**src/rtl/i2c_arbiter.sv**
```systemverilog
// i2c_arbiter
//   Round-robin arbiter that shares one i2c master between N_REQ requesters.
//   One transaction is in flight at a time:
//   1. Grant and latch the winner's address and write byte.
//   2. Pulse start to the master.
//   3. Wait for the master to go busy, then wait for it to go idle again.
//   4. Report completion to the winner.
//   Each wait phase is bounded by TIMEOUT cycles. Expiry completes the
//   transaction with ow_err=1.
//
// Ports
//   iw_clk, iw_reset   : clock, synchronous active-high reset
//   iw_req             : level request per requester
//   iw_addr, iw_wdata  : per-requester 7-bit address / 8-bit write byte slices
//   ow_gnt             : one-hot grant, held for the whole transaction
//   ow_done, ow_err    : one-cycle completion pulse to the winner, error flag
//   ow_rdata           : last byte captured from the master
//   ow_m_start         : one-cycle start strobe to the master
//   ow_m_addr          : address presented to the master
//   ow_m_wdata         : write byte presented to the master
//   ow_m_wdata_en      : drive enable for ow_m_wdata
//   iw_m_ready         : master idle
//   iw_m_data_en       : master read-data valid
//   iw_m_rdata         : master read data
//   ow_dbg_state       : current FSM state (IDLE=0 ... DONE=5)
//
// Handshake: a requester raises iw_req and keeps it high until it sees its
// ow_done bit. Grant only happens while the master reports ready. After
// ow_m_start the master is expected to drop iw_m_ready (busy) and raise it
// again when finished. Read data is accepted on any cycle of the finish wait
// where iw_m_data_en=1.

module i2c_arbiter #(
  parameter int N_REQ   = 4,
  parameter int TIMEOUT = 255
) (
  input  logic               iw_clk,
  input  logic               iw_reset,
  input  logic [N_REQ-1:0]   iw_req,
  input  logic [N_REQ*7-1:0] iw_addr,
  input  logic [N_REQ*8-1:0] iw_wdata,
  output logic [N_REQ-1:0]   ow_gnt,
  output logic [N_REQ-1:0]   ow_done,
  output logic               ow_err,
  output logic [7:0]         ow_rdata,
  output logic               ow_m_start,
  output logic [6:0]         ow_m_addr,
  output logic [7:0]         ow_m_wdata,
  output logic               ow_m_wdata_en,
  input  logic               iw_m_ready,
  input  logic               iw_m_data_en,
  input  logic [7:0]         iw_m_rdata,
  output logic [2:0]         ow_dbg_state
);

  localparam int            IW       = $clog2(N_REQ);
  localparam logic [IW-1:0] LAST_RST = IW'(N_REQ - 1);
  localparam logic [7:0]    TO_LIMIT = 8'(TIMEOUT);

  typedef enum logic [2:0] {
    S_IDLE      = 3'd0,
    S_ARB       = 3'd1,
    S_LAUNCH    = 3'd2,
    S_WAIT_BUSY = 3'd3,
    S_WAIT_DONE = 3'd4,
    S_DONE      = 3'd5
  } state_t;

  state_t           r_state;
  logic [IW-1:0]    r_last;
  logic [N_REQ-1:0] r_gnt;
  logic [N_REQ-1:0] r_done;
  logic             r_err;
  logic [7:0]       r_rdata;
  logic             r_start;
  logic [6:0]       r_addr;
  logic [7:0]       r_wdata;
  logic             r_wdata_en;
  logic [7:0]       r_cnt;

  logic [IW-1:0]    w_cand;
  logic [IW-1:0]    w_win_idx;
  logic             w_win_found;
  logic [N_REQ-1:0] w_win_onehot;
  logic [6:0]       w_win_addr;
  logic [7:0]       w_win_wdata;
  logic             w_cnt_expired;

  // Round-robin search: scan the indices after r_last, wrapping through
  // r_last itself last, and take the first one that is requesting.
  always_comb begin
    w_cand      = '0;
    w_win_idx   = r_last;
    w_win_found = 1'b0;
    for (int k = 1; k <= N_REQ; k++) begin
      w_cand = IW'((int'(r_last) + k) % N_REQ);
      if (!w_win_found && iw_req[w_cand]) begin
        w_win_found = 1'b1;
        w_win_idx   = w_cand;
      end
    end
  end

  always_comb begin
    w_win_onehot = {{(N_REQ-1){1'b0}}, 1'b1} << w_win_idx;
    w_win_addr   = 7'(iw_addr >> (7 * w_win_idx));
    w_win_wdata  = 8'(iw_wdata >> (8 * w_win_idx));
  end

  // Each wait phase is allowed exactly TIMEOUT cycles. The counter is 0 in
  // the first cycle of a phase, so expiry is taken on the cycle whose
  // increment would bring it to TIMEOUT.
  assign w_cnt_expired = (r_cnt + 8'd1) == TO_LIMIT;

  always_ff @(posedge iw_clk) begin
    if (iw_reset) begin
      r_state    <= S_IDLE;
      r_last     <= LAST_RST;
      r_gnt      <= '0;
      r_done     <= '0;
      r_err      <= 1'b0;
      r_rdata    <= 8'h00;
      r_start    <= 1'b0;
      r_addr     <= 7'h00;
      r_wdata    <= 8'h00;
      r_wdata_en <= 1'b0;
      r_cnt      <= 8'h00;
    end else begin
      case (r_state)
        S_IDLE: begin
          if (w_win_found && iw_m_ready) begin
            r_state    <= S_ARB;
            r_gnt      <= w_win_onehot;
            r_last     <= w_win_idx;
            r_addr     <= w_win_addr;
            r_wdata    <= w_win_wdata;
            r_wdata_en <= 1'b1;
          end
        end
        S_ARB: begin
          r_state <= S_LAUNCH;
          r_start <= 1'b1;
        end
        S_LAUNCH: begin
          r_state    <= S_WAIT_BUSY;
          r_start    <= 1'b0;
          r_wdata_en <= 1'b0;
          r_cnt      <= 8'h00;
        end
        S_WAIT_BUSY: begin
          // The master going busy takes precedence over expiry in the same cycle.
          if (!iw_m_ready) begin
            r_state <= S_WAIT_DONE;
            r_cnt   <= 8'h00;
          end else if (w_cnt_expired) begin
            r_state <= S_DONE;
            r_done  <= r_gnt;
            r_err   <= 1'b1;
            r_cnt   <= r_cnt + 8'd1;
          end else begin
            r_cnt <= r_cnt + 8'd1;
          end
        end
        S_WAIT_DONE: begin
          if (iw_m_data_en) begin
            r_rdata <= iw_m_rdata;
          end
          if (iw_m_ready) begin
            r_state <= S_DONE;
            r_done  <= r_gnt;
            r_err   <= 1'b0;
          end else if (w_cnt_expired) begin
            r_state <= S_DONE;
            r_done  <= r_gnt;
            r_err   <= 1'b1;
            r_cnt   <= r_cnt + 8'd1;
          end else begin
            r_cnt <= r_cnt + 8'd1;
          end
        end
        S_DONE: begin
          r_state <= S_IDLE;
          r_done  <= '0;
          r_gnt   <= '0;
          r_err   <= 1'b0;
        end
        default: begin
          r_state <= S_IDLE;
        end
      endcase
    end
  end

  assign ow_gnt        = r_gnt;
  assign ow_done       = r_done;
  assign ow_err        = r_err;
  assign ow_rdata      = r_rdata;
  assign ow_m_start    = r_start;
  assign ow_m_addr     = r_addr;
  assign ow_m_wdata    = r_wdata;
  assign ow_m_wdata_en = r_wdata_en;
  assign ow_dbg_state  = r_state;

endmodule

```
**config.mk**
```make
export PLATFORM = sky130hd
export DESIGN_NAME = i2c_arbiter
export DESIGN_NICKNAME = d
export VERILOG_FILES = /design/src/rtl/i2c_arbiter.sv
export SDC_FILE = /design/constraint.sdc
export NUM_CORES = 1
export LEC_CHECK = 0
export CAP_MARGIN = 5
export CORE_UTILIZATION = 55
export CTS_CLUSTER_DIAMETER = 60
export DETAILED_ROUTE_END_ITERATION = 12
export DONT_BUFFER_PORTS = 1
export GPL_ROUTABILITY_DRIVEN = 0
export PLACE_DENSITY = 0.69
export SYNTH_ARGS = -nofsm -noshare
export SYNTH_HDL_FRONTEND = slang
export SYNTH_SLANG_ARGS = --single-unit
```
**constraint.sdc**
```tcl
create_clock -name iw_clk -period 5.42 [get_ports iw_clk]
set_input_delay 0.542 -clock iw_clk [delete_from_list [all_inputs] [get_ports iw_clk]]
set_output_delay 0.542 -clock iw_clk [all_outputs]
set_load 0.005 [all_outputs]
```
**After elaboration in Yosys (flattened, before gate mapping)**

Cells that the tools add are included.

- $add $sub $neg: 5
- Multiply operators: 1
- Order comparisons: 4
- Eq/ne operators: 9
- Shift operators: 3
- Multiplexer cells: 37
- Reduce and logical (&&, ||, !) cells: 19

Operators by type and width:

| operator | number |
|---|---|
| 32-bit by 5-bit right shift with 8-bit output | 1 |
| 28-bit by 5-bit right shift with 7-bit output | 1 |
| 8-bit one-hot mux with 3 select lines | 1 |
| 4-bit 2-to-1 mux | 4 |
| 8-bit 2-to-1 mux | 2 |
| 3-bit one-hot mux with 5 select lines | 1 |
| 2-bit by 3-bit less-than comparator with 1-bit output, second input constant | 4 |
| 1-bit 2-to-1 mux | 12 |
| 3-bit 2-to-1 mux | 4 |
| 4-bit one-hot mux with 3 select lines | 1 |
| 2-bit AND reduction | 6 |
| 8-bit by 1-bit adder with 8-bit output, second input constant | 1 |
| 1-bit binary-select mux with 2-bit select | 4 |
| 8-bit equality test, second input constant | 1 |
| 2-bit 2-to-1 mux | 4 |
| 4-bit one-hot mux with 2 select lines | 1 |
| 3-bit by 2-bit equality test with 1-bit output, second input constant | 2 |
| 3-bit equality test, second input constant | 2 |
| 2-bit inequality test, second input constant | 3 |
| 2-bit nonzero test | 3 |
| 3-bit nonzero test | 2 |
| 3-bit by 2-bit multiplier with 5-bit output, first input constant | 1 |
| 2-bit by 1-bit adder with 2-bit output, second input constant | 2 |
| 2-bit adder, second input constant | 2 |
| other kinds (7) | 13 |

- Register bits after elaboration: 47
- Input bits: 76
- Output and inout port bits: 37
- Logic and storage cells: 89

**Longest topological paths before layout**

Gate-level depths: netlist of run 1.

- Depth in word-level cells: 16
- Mapped depth: 7
- Depth with buffers taken out: 6

**Worst setup path after synthesis of run 1**

No wires, ideal clock.

- Path type: input port to flip-flop
- Start point: input iw_req[3]
- End point: register r_addr[0] (netlist: ow_m_addr[0])
- Library setup time: 0.122 ns
- Data arrival time: 1.683 ns
- Data required time: 5.298 ns
- Path slack: 3.614 ns
- Stages on the path: 7
- Buffers on the path: 2
- Cells stage by stage: nor2b_1 a21o_1 a221o_1 buf_4 buf_2 a211oi_1 o31ai_1

- Longest elaborated chain between the ends: 14
- Elaborated cells between the ends (all ways): 26
- Those cells by class: mul (1); shift (1); mux (16); reduce/logical (8)

Ends and longest elaborated chain:

| item | line | RTL |
|---|---|---|
| from (decl) | 39 | `input logic [N_REQ-1:0] iw_req,` |
| 1-bit binary-select mux with 2-bit select | 97 | `if (!w_win_found && iw_req[w_cand]) begin` |
| 1-bit 2-to-1 mux (not written as such) | 97 |  |
| 1-bit 2-to-1 mux | 97 |  |
| 1-bit logical NOT | 97 |  |
| 1-bit logical AND | 97 |  |
| 1-bit 2-to-1 mux | 97 |  |
| 1-bit logical NOT | 97 |  |
| 1-bit logical AND | 97 |  |
| 1-bit 2-to-1 mux | 97 |  |
| 1-bit logical NOT | 97 |  |
| 1-bit logical AND | 97 |  |
| 2-bit 2-to-1 mux / 1-bit 2-to-1 mux (equally long branches) | 97 |  |
| 3-bit by 2-bit multiplier with 5-bit output / 1-bit logical AND (equally long branches) | 106, 131 |  |
| 28-bit by 5-bit right shift with 7-bit output / 2-bit AND reduction (equally long branches) | n/a |  |
| to (signal assigned) | 135 | `r_addr <= w_win_addr;` |
| to (decl) | 76 | `logic [6:0] r_addr;` |

Parallel ways exist; a longest one is shown, timed or not. The select of a mux whose other input is x is not followed.
A chain may end at the register's enable or synchronous reset.

**Worst setup path after layout of run 1**

- Start point: register r_last[0]
- End point: register r_addr[0] (netlist: ow_m_addr[0])

- Longest elaborated chain between the ends: 15
- Elaborated cells between the ends (all ways): 30
- Those cells by class: add/sub (4); mul (1); shift (1); mux (16); reduce/logical (8)

Ends and longest elaborated chain:

| item | line | RTL |
|---|---|---|
| from (decl) | 70 | `logic [IW-1:0] r_last;` |
| from (signal assigned) | 134 | `r_last <= w_win_idx;` |
| 2-bit by 1-bit adder with 2-bit output | 96 | `w_cand = IW'((int'(r_last) + k) % N_REQ);` |
| 1-bit binary-select mux with 2-bit select | 97 |  |
| 1-bit 2-to-1 mux (not written as such) | 97 |  |
| 1-bit 2-to-1 mux | 97 |  |
| 1-bit logical NOT | 97 |  |
| 1-bit logical AND | 97 |  |
| 1-bit 2-to-1 mux | 97 |  |
| 1-bit logical NOT | 97 |  |
| 1-bit logical AND | 97 |  |
| 1-bit 2-to-1 mux | 97 |  |
| 1-bit logical NOT | 97 |  |
| 1-bit logical AND | 97 |  |
| 2-bit 2-to-1 mux / 1-bit 2-to-1 mux (equally long branches) | 97 |  |
| 3-bit by 2-bit multiplier with 5-bit output / 1-bit logical AND (equally long branches) | 106, 131 |  |
| 28-bit by 5-bit right shift with 7-bit output / 2-bit AND reduction (equally long branches) | n/a |  |

Parallel ways exist; a longest one is shown, timed or not. The select of a mux whose other input is x is not followed.

==> impl_metrics.json, run 1 <==
{
  "cp_slowest_cell": "nand2_1",
  "wirelength_um": 6338,
  "placed_cell_area_um2": 2614,
  "vdd_drop_max_mv": 0.1405,
  "worst_path_largest_cell_delay_ns": 0.87,
  "clockBufferDepth": 2,
  "cts_sinks": 47,
  "drc_errors": 0,
  "drive_gt1_share_pct": 6.494,
  "place_inst": 352,
  "rsz0062_at_grt": "no",
  "power.internal_uw": 563.4,
  "multi_input_comb_area_um2": 1585,
  "vias": 2408,
  "rows": 24,
  "ff2ff_setup_slack_ns": 2.50,
  "finalNonFillerCells": 360,
  "fp.dieW_um": 71.51,
  "clockRootBuffer": "clkbuf_8",
  "worst_skew_pair.late_latency_ns": 0.31,
  "ctsHoldBuffers": 0,
  "detail-route-antenna-nets": 0,
  "syn_nets": 403,
  "rr_startpoint": "r_last[0]",
  "synthTopCellsByCount": "dfxtp_1, nand2_1, a211oi_1, and3_1, nor2_1",
  "netlist.top_cell.by_area": "dfxtp_1",
  "max_clock_freq_mhz": 342.0,
  "ys_seq_elements": 47,
  "power_frac_comb_pct": 17.8,
  "arrival_ns": 3.09,
  "initial_core_util_pct": 59.00,
  "power_density_nw_per_um2": 293.7,
  "startpoint_type": "flip-flop",
  "regArea_um2": 940.9,
  "synth.area.top_cells": "dfxtp_1, a211oi_1, and3_1, nand2_1, nand3b_1",
  "nets": 385,
  "h-tree-depth": 2,
  "tns_ns": 0,
  "clock-skew-final_ns": 0.01075,
  "grt_pass1_vias": 2143,
  "grt_first_pass_wirelength_um": 10090,
  "yosysSeqAreaShare_pct": 35.40,
  "status": "complete, no violations",
  "drt-pass1-iter-count": 4,
  "gr-total-overflow": 0,
  "required_ns": 5.59,
  "cts_tree": "yes",
  "worstHoldEndpoint": "r_cnt[2]",
  "antenna_found_initial": 0,
  "core-area_um2": 4504,
  "boundaryPins": 113,
  "drt_iter0_drc": 146,
  "synth.most_common_cell": "dfxtp_1",
  "post-cts-setup-buffers": 0,
  "p_seq_share_pct": 48.9,
  "ys_types": 49,
  "critical_path_class": "flip-flop to flip-flop",
  "die_h_um": 71.51,
  "tightest_slew_ns": 1.031,
  "final_area_um2": 2730,
  "wire_per_inst_um": 17.61,
  "die_area_um2": 5114,
  "report.final.slew_viol_count": 0,
  "finalSetupViolations": 0,
  "leakagePower_uw": 0.0009435,
  "synth.top_cell.area_share_pct": 35.40,
  "cp.buffers_inverters": 0,
  "grt_max_degree": 47,
  "period_minus_slack_ns": 2.924,
  "synth_flop_cell": "dfxtp_1",
  "clk_pin_slew_ns": 0.10,
  "r2r-end": "ow_m_addr[0]",
  "drt-met1-wl_um": 2891,
  "hold_class": "input port to flip-flop",
  "wl_met2_um": 2855,
  "diodes": 0,
  "io_buffer_count": 0,
  "areaGrowthSynthToFinish_pct": 2.731,
  "wl_met3_um": 547,
  "drv_cap": 0,
  "synthCells": 325,
  "pwr-share-clk_pct": 33.3,
  "synth_edf_count": 0,
  "cts_inserted_buffers": 5,
  "sw_frac_of_total_pct": 29.74,
  "yosys_warnings": 0,
  "relSlewSlack_pct": 31.09,
  "fillers": 418,
  "p_sw_uw": 238.5,
  "hp-start": "iw_reset",
  "grt_usage_pct": 24.07,
  "synth.avg_cell_area_um2": 8.177,
  "cp-end-kind": "flip-flop",
  "r2r_cells": 5,
  "critPathTopFamily": "compound AO/OA/AOI/OAI gates",
  "viasPerCell": 6.689,
  "routed.top_layer": "met4",
  "synthesis.area_um2": 2658,
  "async_flop_share_pct": 0,
  "cts_resized": 0,
  "holdPathStages": 1,
  "path_cells": "nor2b_1, o21ai_2, nand2_1, a211oi_1, o31ai_1",
  "hpwl_um": 4350,
  "critical_path.max_fanout": 32,
  "fin_crit_sh_pct": 53.94,
  "finalHoldViolations": 0
}
[through the flow]
stage	util, %	worst slack [ns]	power (uW)	hold slack [ns]
after CTS	60.61	2.574	806.0	0.2820
after global routing	60.61	2.229	840.8	0.2736
after detailed placement	58.03	2.415	541.1	0.4611
after floorplan	-	3.614	523.1	0.4471
after global placement	58.03	2.486	538.3	0.4525
final	60.61	2.496	801.9	0.2936
[area by class of cell]
type | instances | area share, %
inverter | 4 | 0.5500
tap | 52 | 2.383
timing repair buffer | 1 | 0.2750
clock buffer | 5 | 2.521
multi-input combinational | 248 | 58.07
sequential | 47 | 34.46
clock inverter | 3 | 1.742
[worst reg2reg max path, delay by kind of cell, from the launching register on]
family | cells | cell delay [ns]
AOI/OAI and AO/OA | 3 | 1.37
DFF | 1 | 0.44
and+or+nand+nor | 2 | 0.98
[how the worst max path moves through the flow]
stage / start / to / slack (ns) / depth (start not counted)
floorplan: iw_req[3] / ow_m_addr[0] / 3.61 / 7
global placement: iw_req[3] / ow_m_addr[5] / 2.49 / 5
detailed placement: iw_req[3] / ow_m_addr[1] / 2.42 / 5
CTS: r_last[0] / ow_m_addr[1] / 2.57 / 5
global route: r_last[0] / ow_m_addr[4] / 2.23 / 5
finish: r_last[0] / ow_m_addr[0] / 2.50 / 5
[cells by family (layout without fill, tap and decap cells)]
| kind of cell | count (synthesis) | count (layout) | share of synthesized area, % |
|---|---|---|---|
| AND/OR/NAND/NOR | 139 | 139 | 28.25 |
| AO/OA/AOI/OAI | 106 | 106 | 29.99 |
| flip-flops | 47 | 47 | 35.40 |
| buffers and inverters | 30 | 13 | 5.084 |
| adder cells (fa/ha/maj) | 2 | 2 | 0.9415 |
| XOR/XNOR | 1 | 1 | 0.3296 |
[registers in the layout, summed over array words and instances (netlist names), 2 cells and up]
register,count
ow_m_wdata,8
ow_m_addr,7
ow_dbg_state,3
ow_gnt,4
ow_rdata,8
r_last,2
ow_done,4
r_cnt,8
[power by group through the flow]
stage                     Clock, uW  Sequential, uW  Combinational [uW]
after floorplan                   0             390                 133
after global placement            0             399                 139
after detailed placement          0             399                 142
after CTS                       272             392                 142
after global routing            288             395                 158
final                           267             392                 142
[layer usage]
metal  GRT usage, %  up-vias
met1          32.02     1128
met4          4.139        0
li1               -     1183
met5              0        -
met3          8.439        4
met2          38.41       93
[layout by cell type, fill, tap and decap left out, types with 2 or more instances in the layout]
cell type,instances
o21ai_2,2
clkbuf_8,5
a31oi_1,4
dfxtp_1,47
a211oi_1,32
a211o_1,2
nand4b_1,2
a21oi_1,20
nand3_1,10
a311oi_1,5
o31ai_1,15
nor2b_1,2
nor2_1,21
and3_1,31
nor3_1,3
nand2b_1,8
o21ai_0,7
nand2_1,37
or3_1,2
nand3b_1,17
a22o_1,4
ha_1,2
inv_1,4
Power figures use the tool's default switching activity.
==> inputs of run 2 (changes only) <==
clock period = 2.9 ns   (was 5.42 ns; I/O delays follow)
==> impl_metrics.json, run 2 (synthesis gave the netlist of run 1 again) <==
{
  "finalSetupViolations": 0,
  "leakagePower_uw": 0.0009536,
  "clk_pin_slew_ns": 0.10,
  "vdd_drop_max_mv": 0.2802,
  "grt_first_pass_wirelength_um": 10430,
  "hold_class": "input port to flip-flop",
  "post-cts-setup-buffers": 0,
  "power_frac_comb_pct": 18.2,
  "initial_core_util_pct": 59.00,
  "clockRootBuffer": "clkbuf_8",
  "tightest_slew_ns": 0.8615,
  "sw_frac_of_total_pct": 29.94,
  "report.final.slew_viol_count": 0,
  "final_common_cell": "dfxtp_1",
  "period_minus_slack_ns": 2.084,
  "grt_pass1_vias": 2134,
  "max_clock_freq_mhz": 479.9,
  "antenna_found_initial": 0,
  "fin_util_pct": 61.08,
  "nets": 388,
  "viasPerCell": 6.631,
  "placed_cell_area_um2": 2636,
  "drv_cap": 0,
  "fin_crit_sh_pct": 71.86,
  "finalNonFillerCells": 363,
  "p_seq_share_pct": 48.5,
  "drt_iter0_drc": 159,
  "io_buffer_count": 0,
  "wire_per_inst_um": 17.80,
  "critical_path.max_fanout": 9,
  "power_density_nw_per_um2": 548.8,
  "boundaryPins": 113,
  "gr-total-overflow": 0,
  "setup_ws_ns": 0.8161,
  "worst_skew_pair.late_latency_ns": 0.32,
  "power.internal_uw": 1058,
  "critical_path_class": "flip-flop to flip-flop",
  "arrival_ns": 2.34,
  "cts_sinks": 47,
  "final_area_um2": 2751,
  "drive_gt1_share_pct": 7.395,
  "die_h_um": 71.51,
  "vias": 2407,
  "core-area_um2": 4504,
  "drt-pass1-iter-count": 4,
  "rsz0062_at_grt": "no",
  "fp.dieW_um": 71.51,
  "cts_resized": 0,
  "cts_tree": "yes",
  "relSlewSlack_pct": 42.57,
  "h-tree-depth": 2,
  "status": "complete, no violations",
  "startpoint_type": "flip-flop",
  "required_ns": 3.16,
  "fillers": 407,
  "place_inst": 355,
  "pre_cts_slack_ns": 0.8612,
  "tns_ns": 0,
  "layout_common_cells": "dfxtp_1, nand2_1, a211oi_1",
  "hpwl_um": 4536,
  "cts_inserted_buffers": 5,
  "clockBufferDepth": 2,
  "clock-skew-final_ns": 0.01360,
  "diodes": 0,
  "grt_usage_pct": 25.36,
  "drc_errors": 0,
  "ctsHoldBuffers": 0,
  "die_area_um2": 5114,
  "areaGrowthSynthToFinish_pct": 3.531,
  "pwr-share-clk_pct": 33.3,
  "cp-end-kind": "flip-flop",
  "rows": 24,
  "p_sw_uw": 452.1,
  "grt_max_degree": 47,
  "detail-route-antenna-nets": 0,
  "finalHoldViolations": 0,
  "wirelength_um": 6463
}
[run 2: cell type report]
type	count	area [um2]	area share, %
Inverter	4	15.01	0.5457
Timing Repair Buffer	4	30.03	1.091
Tap cell	52	65.06	2.365
Clock buffer	5	68.82	2.501
Clock inverter	3	46.29	1.683
Multi-Input combinational cell	248	1585	57.62
Sequential cell	47	940.9	34.20
[run 2: power by group through the flow]
| stage | logic [uW] | registers (uW) | clock network [uW] |
|---|---|---|---|
| 3_3_place_gp | 268 | 747 | 0 |
| 2_1_floorplan | 249 | 729 | 0 |
| 5_1_grt | 310 | 739 | 536 |
| 6_report | 275 | 733 | 502 |
| 4_1_cts | 275 | 733 | 510 |
| 3_5_place_dp | 274 | 748 | 0 |
[run 2: metal layers]
| layer | global-route usage [%] | share of wire (%) | vias to the layer above |
|---|---|---|---|
| met1 | 33.83 | 45 | 1122 |
| li1 | - | - | 1191 |
| met2 | 39.58 | 46 | 89 |
| met4 | 6.536 | 0.76 | 0 |
| met5 | 0 | 0 | - |
| met3 | 8.579 | 8.6 | 5 |
[run 2: critical path: stages, from the launching register on]
cell and delay (ns):
dfxtp_1 0.49, ha_1 0.32, a21oi_1 0.07, o21ai_1 0.19, a311oi_2 0.15, a311oi_1 0.58, a22o_1 0.23
[run 2: final timing paths]
| check | startpoint | end | slack [ns] | cells after the start |
|---|---|---|---|---|
| hold / removal | iw_reset | r_cnt[2] | 0.03 | 1 |
| hold reg to reg | ow_rdata[3] | ow_rdata[3] | 0.47 | 2 |
| setup reg to reg | r_cnt[0] | ow_done[3] | 0.82 | 6 |
| setup / recovery | r_cnt[0] | ow_done[3] | 0.82 | 6 |
[run 2: metrics by stage]
step / power, uW / hold slack (ns)
floorplan: 977.6 / 0.3987
global placement: 1015 / 0.3615
detailed placement: 1022 / 0.3643
CTS: 1518 / 0.02367
global route: 1584 / 0.02051
finish: 1510 / 0.02866
